--- src/rtl/halfword_dot_quant.sv ---
// -----------------------------------------------------------------------------
// halfword_dot_quant
//   Snapshots 16 signed halfword taps on a start pulse, computes the signed dot
//   product against a 16-entry coefficient bank (one MAC per cycle), then
//   requantizes the sum to 16 bits: arithmetic right shift by shamt with
//   round-half-up, saturating to the signed 16-bit range. The result is offered
//   on a valid/ready port.
//
// Ports
//   clk        rising-edge clock
//   rst        synchronous active-high reset
//   taps       flattened taps, tap i at [16i+15:16i], tap 0 newest
//   start      compute request, honoured only in IDLE
//   shamt      right-shift amount 0..31, captured with start
//   coef_we    coefficient write strobe (applied in IDLE and OUT only)
//   coef_addr  coefficient index
//   coef_data  signed coefficient value
//   busy       high in BUSY, ROUND and OUT
//   out_valid  result valid
//   out_ready  consumer accepts the result
//   out_data   signed quantized result
//   out_sat    result was saturated (qualified by out_valid)
// -----------------------------------------------------------------------------
module halfword_dot_quant #(
    parameter int N_TAPS = 16,
    parameter int DATA_W = 16,
    parameter int ACC_W  = 36
) (
    input  logic                       clk,
    input  logic                       rst,
    input  logic [N_TAPS*DATA_W-1:0]   taps,
    input  logic                       start,
    input  logic [4:0]                 shamt,
    input  logic                       coef_we,
    input  logic [$clog2(N_TAPS)-1:0]  coef_addr,
    input  logic [DATA_W-1:0]          coef_data,
    output logic                       busy,
    output logic                       out_valid,
    input  logic                       out_ready,
    output logic [DATA_W-1:0]          out_data,
    output logic                       out_sat
);

    localparam int IDX_W = $clog2(N_TAPS);

    localparam logic [1:0] ST_IDLE  = 2'd0;
    localparam logic [1:0] ST_BUSY  = 2'd1;
    localparam logic [1:0] ST_ROUND = 2'd2;
    localparam logic [1:0] ST_OUT   = 2'd3;

    logic [1:0]              state_reg;
    logic [IDX_W-1:0]        idx_reg;
    logic signed [ACC_W-1:0] acc_reg;
    logic [4:0]              shamt_reg;
    logic signed [DATA_W-1:0] snap_reg [N_TAPS];
    logic signed [DATA_W-1:0] coef_reg [N_TAPS];

    logic start_accept;
    logic coef_write_ok;

    assign start_accept  = (state_reg == ST_IDLE) && start;
    // The bank is frozen while the MAC walks it, so a computation always sees
    // one consistent set of coefficients.
    assign coef_write_ok = coef_we && ((state_reg == ST_IDLE) || (state_reg == ST_OUT));

    // Snapshot and coefficient registers, one per tap.
    generate
        for (genvar gi = 0; gi < N_TAPS; gi++) begin : g_tap
            always_ff @(posedge clk) begin
                if (rst) begin
                    snap_reg[gi] <= '0;
                end else if (start_accept) begin
                    snap_reg[gi] <= taps[gi*DATA_W +: DATA_W];
                end
            end

            always_ff @(posedge clk) begin
                if (rst) begin
                    coef_reg[gi] <= '0;
                end else if (coef_write_ok && (coef_addr == IDX_W'(gi))) begin
                    coef_reg[gi] <= coef_data;
                end
            end
        end
    endgenerate

    // One multiply-accumulate per cycle.
    logic signed [2*DATA_W-1:0] prod;
    logic signed [ACC_W-1:0]    prod_ext;

    assign prod     = snap_reg[idx_reg] * coef_reg[idx_reg];
    assign prod_ext = {{(ACC_W-2*DATA_W){prod[2*DATA_W-1]}}, prod};

    // Requantization. One guard bit above the accumulator keeps the rounding
    // bias addition exact regardless of accumulator headroom.
    logic [ACC_W:0]        bias;
    logic [ACC_W:0]        rnd_sum;
    logic signed [ACC_W:0] shifted;
    logic                  in_range;

    always_comb begin
        // 2^(shamt-1), and zero when shamt is zero.
        bias     = ({{ACC_W{1'b0}}, 1'b1} << shamt_reg) >> 1;
        rnd_sum  = {acc_reg[ACC_W-1], acc_reg} + bias;
        shifted  = $signed(rnd_sum) >>> shamt_reg;
        // Fits in DATA_W signed bits iff all bits from the DATA_W-1 position up
        // are copies of the sign.
        in_range = (&shifted[ACC_W:DATA_W-1]) || !(|shifted[ACC_W:DATA_W-1]);
    end

    always_ff @(posedge clk) begin
        if (rst) begin
            state_reg <= ST_IDLE;
            idx_reg   <= '0;
            acc_reg   <= '0;
            shamt_reg <= '0;
            out_valid <= 1'b0;
            out_data  <= '0;
            out_sat   <= 1'b0;
        end else begin
            case (state_reg)
                ST_IDLE: begin
                    if (start) begin
                        shamt_reg <= shamt;
                        acc_reg   <= '0;
                        idx_reg   <= '0;
                        state_reg <= ST_BUSY;
                    end
                end
                ST_BUSY: begin
                    acc_reg <= acc_reg + prod_ext;
                    idx_reg <= idx_reg + 1'b1;
                    if (idx_reg == IDX_W'(N_TAPS-1)) begin
                        state_reg <= ST_ROUND;
                    end
                end
                ST_ROUND: begin
                    if (in_range) begin
                        out_data <= shifted[DATA_W-1:0];
                        out_sat  <= 1'b0;
                    end else if (shifted[ACC_W]) begin
                        out_data <= {1'b1, {(DATA_W-1){1'b0}}};
                        out_sat  <= 1'b1;
                    end else begin
                        out_data <= {1'b0, {(DATA_W-1){1'b1}}};
                        out_sat  <= 1'b1;
                    end
                    out_valid <= 1'b1;
                    state_reg <= ST_OUT;
                end
                default: begin // ST_OUT
                    if (out_ready) begin
                        out_valid <= 1'b0;
                        state_reg <= ST_IDLE;
                    end
                end
            endcase
        end
    end

    assign busy = (state_reg != ST_IDLE);

endmodule

--- config.mk ---
export PLATFORM = sky130hd
export DESIGN_NAME = halfword_dot_quant
export DESIGN_NICKNAME = d
export VERILOG_FILES = /design/src/rtl/halfword_dot_quant.sv
export SDC_FILE = /design/constraint.sdc
export NUM_CORES = 2
export LEC_CHECK = 0
export ABC_AREA = 1
export ABC_CLOCK_PERIOD_IN_PS = 8700
export BUFFER_PORTS_ARGS = -buffer_cell sky130_fd_sc_hd__buf_2
export CORE_ASPECT_RATIO = 1.1
export CORE_UTILIZATION = 56
export CTS_BUF_LIST = sky130_fd_sc_hd__clkbuf_16
export DETAILED_ROUTE_END_ITERATION = 10
export MAX_ROUTING_LAYER = met4
export PLACE_DENSITY_LB_ADDON = 0.25
export SYNTH_ARGS = -nofsm -noshare
export SYNTH_HDL_FRONTEND = slang
export SYNTH_SLANG_ARGS = --single-unit
export TNS_END_PERCENT = 5
--- constraint.sdc ---
create_clock -name clk -period 8.7 [get_ports clk]
set_clock_uncertainty 0.2 [all_clocks]
set_input_delay 1.74 -clock clk [delete_from_list [all_inputs] [get_ports clk]]
set_output_delay 1.74 -clock clk [all_outputs]
set_load 0.005 [all_outputs]
==> flow_summary.ini <==
[outcome]
status = finished clean

[clocking]
post-cts-setup-buffers = 0
cts-resized-gates = 0
clk_pin_slew_worst_paths_ps = 60
clk_path_buf_depth = 3
htreeDepth = 2
cts_tree = built
root_buffer = clkbuf_16
cts_hold_buffers = 0
clock-sinks = 581
numCtsBuffers = 59
clkLatencyLatePin_ps = 650

[detailed_routing]
drt_iter0_drc = 3198
via_per_inst = 5.41
routed_wl_um = 118000
firstDrtPassIters = 6
avgRoutedWirePerCell_um = 18.6
drc = 0
num_vias = 34200
ant_nets = 0

[finish]
drive_gt1_share_pct = 9.40
layout.cells.most_common = inv_1
num-nets-final = 6004
final_cell_area_um2 = 47200
area_delta_synth_final_pct = 10.3
final_cell_mix = inv_1, nand2_1, nor2_1

[synthesis]
synth_top_area_share_pct = 36.0
synth-edff-count = 512
synth_flop_cell = edfxtp_1
synth_top_area_cell = edfxtp_1
ys_seq_area_share_pct = 39.2
async_flop_share_pct = 0
syn_area_um2 = 42700
synthesis.nets = 5808
avgSynthCellArea_um2 = 8.44
synth_cell_types = 45
postSynthCellCount = 5065
synth_warnings = 0
ys_ff_latch = 581
synth_area_leaders = edfxtp_1, fa_1, inv_1, nand2_1, nor2_1

[sta]
slew-limit-headroom_pct = 18.9
hold_viol_final = 0
fin_tns_setup_ps = 0
finalSetupViolCount = 0
worst_pin_slew_ps = 1220
rsz0062_at_grt = no
holdWs_ps = 264
post-route-period-util_pct = 95.1
fmax_mhz = 121
min_period_ps = 8280
drv_slew = 0

[grt]
grt_overflow = 0
grt_max_degree = 240
grt_antenna_before_repair = 3
grt_use_total_pct = 31.6
grt_pass1_wl_um = 185000
grt_pass1_vias = 34400

[worst_setup_path]
slowest_delay_ps = 590
ff2ff_path_depth = 32
worstPathArrival_ps = 8580
required_ps = 9010
endpoint = acc_reg[31]
start_kind = register
rrSetupSlack_ps = 420
critical_path.endpoint_type = register
r2r-end = acc_reg[31]
crit_type = register to register
cp_slowest_cell = dfxtp_4
path_max_fanout = 54

[placement]
placed_cell_area_um2 = 45300
io_buffers = 304
gp_congestion = 0.978
dp_hpwl_um = 87200

[floorplanning]
fp.dieW_um = 265
fp.coreArea_um2 = 75000
io_pins = 305
dieArea_um2 = 77400
row_count = 105
die_h_um = 292
floorplan.initialDensity_pct = 57.0

[job]
drv_cap = 0

[worst_hold_path]
hold_class = register to register
min_path_cells = 2
-- cells in the mapped netlist (all sizes together), types with 2 or more instances --
cell,count
a211oi,4
a21oi,273
a22oi,2
a311oi,2
a31oi,7
and2,2
buf,78
clkbuf,165
clkinv,2
dfxtp,69
edfxtp,512
fa,315
ha,142
inv,1100
mux2i,131
nand2,831
nand3,253
nand4,12
nor2,699
nor3,22
nor4,2
o211ai,135
o21a,3
o21ai,249
o21bai,3
o31ai,5
or2,12
xnor2,18
xor2,9
-- how the worst min path moves through the flow --
| stage | to | slack, ps | from |
|---|---|---|---|
| after floorplan | out_valid | 260 | out_valid |
| after global placement | out_valid | 250 | out_valid |
| after detailed placement | out_valid | 260 | out_valid |
| after CTS | out_valid | 260 | out_valid |
| after global routing | out_valid | 300 | out_valid |
| final | out_valid | 260 | out_valid |
-- through the flow --
stage | worst slack (ps) | std cells | utilization (%)
2_1_floorplan | 180 | 5065 | -
3_3_place_gp | 717 | 6216 | 60.3
3_5_place_dp | 598 | 6216 | 60.3
4_1_cts | 547 | 6323 | 62.8
5_1_grt | 58.4 | 6326 | 62.9
6_report | 425 | 6326 | 62.9
-- cell type report --
| cell class | count | area [um^2] |
|---|---|---|
| clock buffer | 60 | 1500 |
| clock inverter | 47 | 382 |
| multi-input combinational | 3139 | 20900 |
| tap | 1016 | 1270 |
| antenna | 3 | 7.51 |
| inverter | 1102 | 4140 |
| fill | 6483 | 27900 |
| timing repair buffer | 378 | 2210 |
| sequential | 581 | 16800 |
-- cell families after synthesis --
| kind of cell | synth area share (%) |
|---|---|
| mux | 3.07 |
| fa+ha+maj | 18.9 |
| simple gates | 17.2 |
| compound gates | 9.05 |
| flops | 39.2 |
| buf+inv | 12.0 |
| xor+xnor | 0.553 |
-- critical path: cells and delay by family (launching register included) --
| family | cells | cell delay, ps |
|---|---|---|
| adder cells (fa/ha/maj) | 7 | 3320 |
| buffers and inverters | 7 | 760 |
| AO/OA/AOI/OAI | 12 | 2030 |
| flip-flops | 1 | 590 |
| AND/OR/NAND/NOR | 6 | 1160 |
-- metal layers --
layer	GRT usage (%)	wire length, um	up-vias
met2	53.4	58700	1249
met5	-	0	-
met1	38.4	46400	16300
met4	13.8	5500	0
met3	3.44	7100	321
li1	-	-	16300
Power is left out: the tool's default activity adds up to more than one toggle a clock period on the data nets, which glitch-free logic cannot reach.
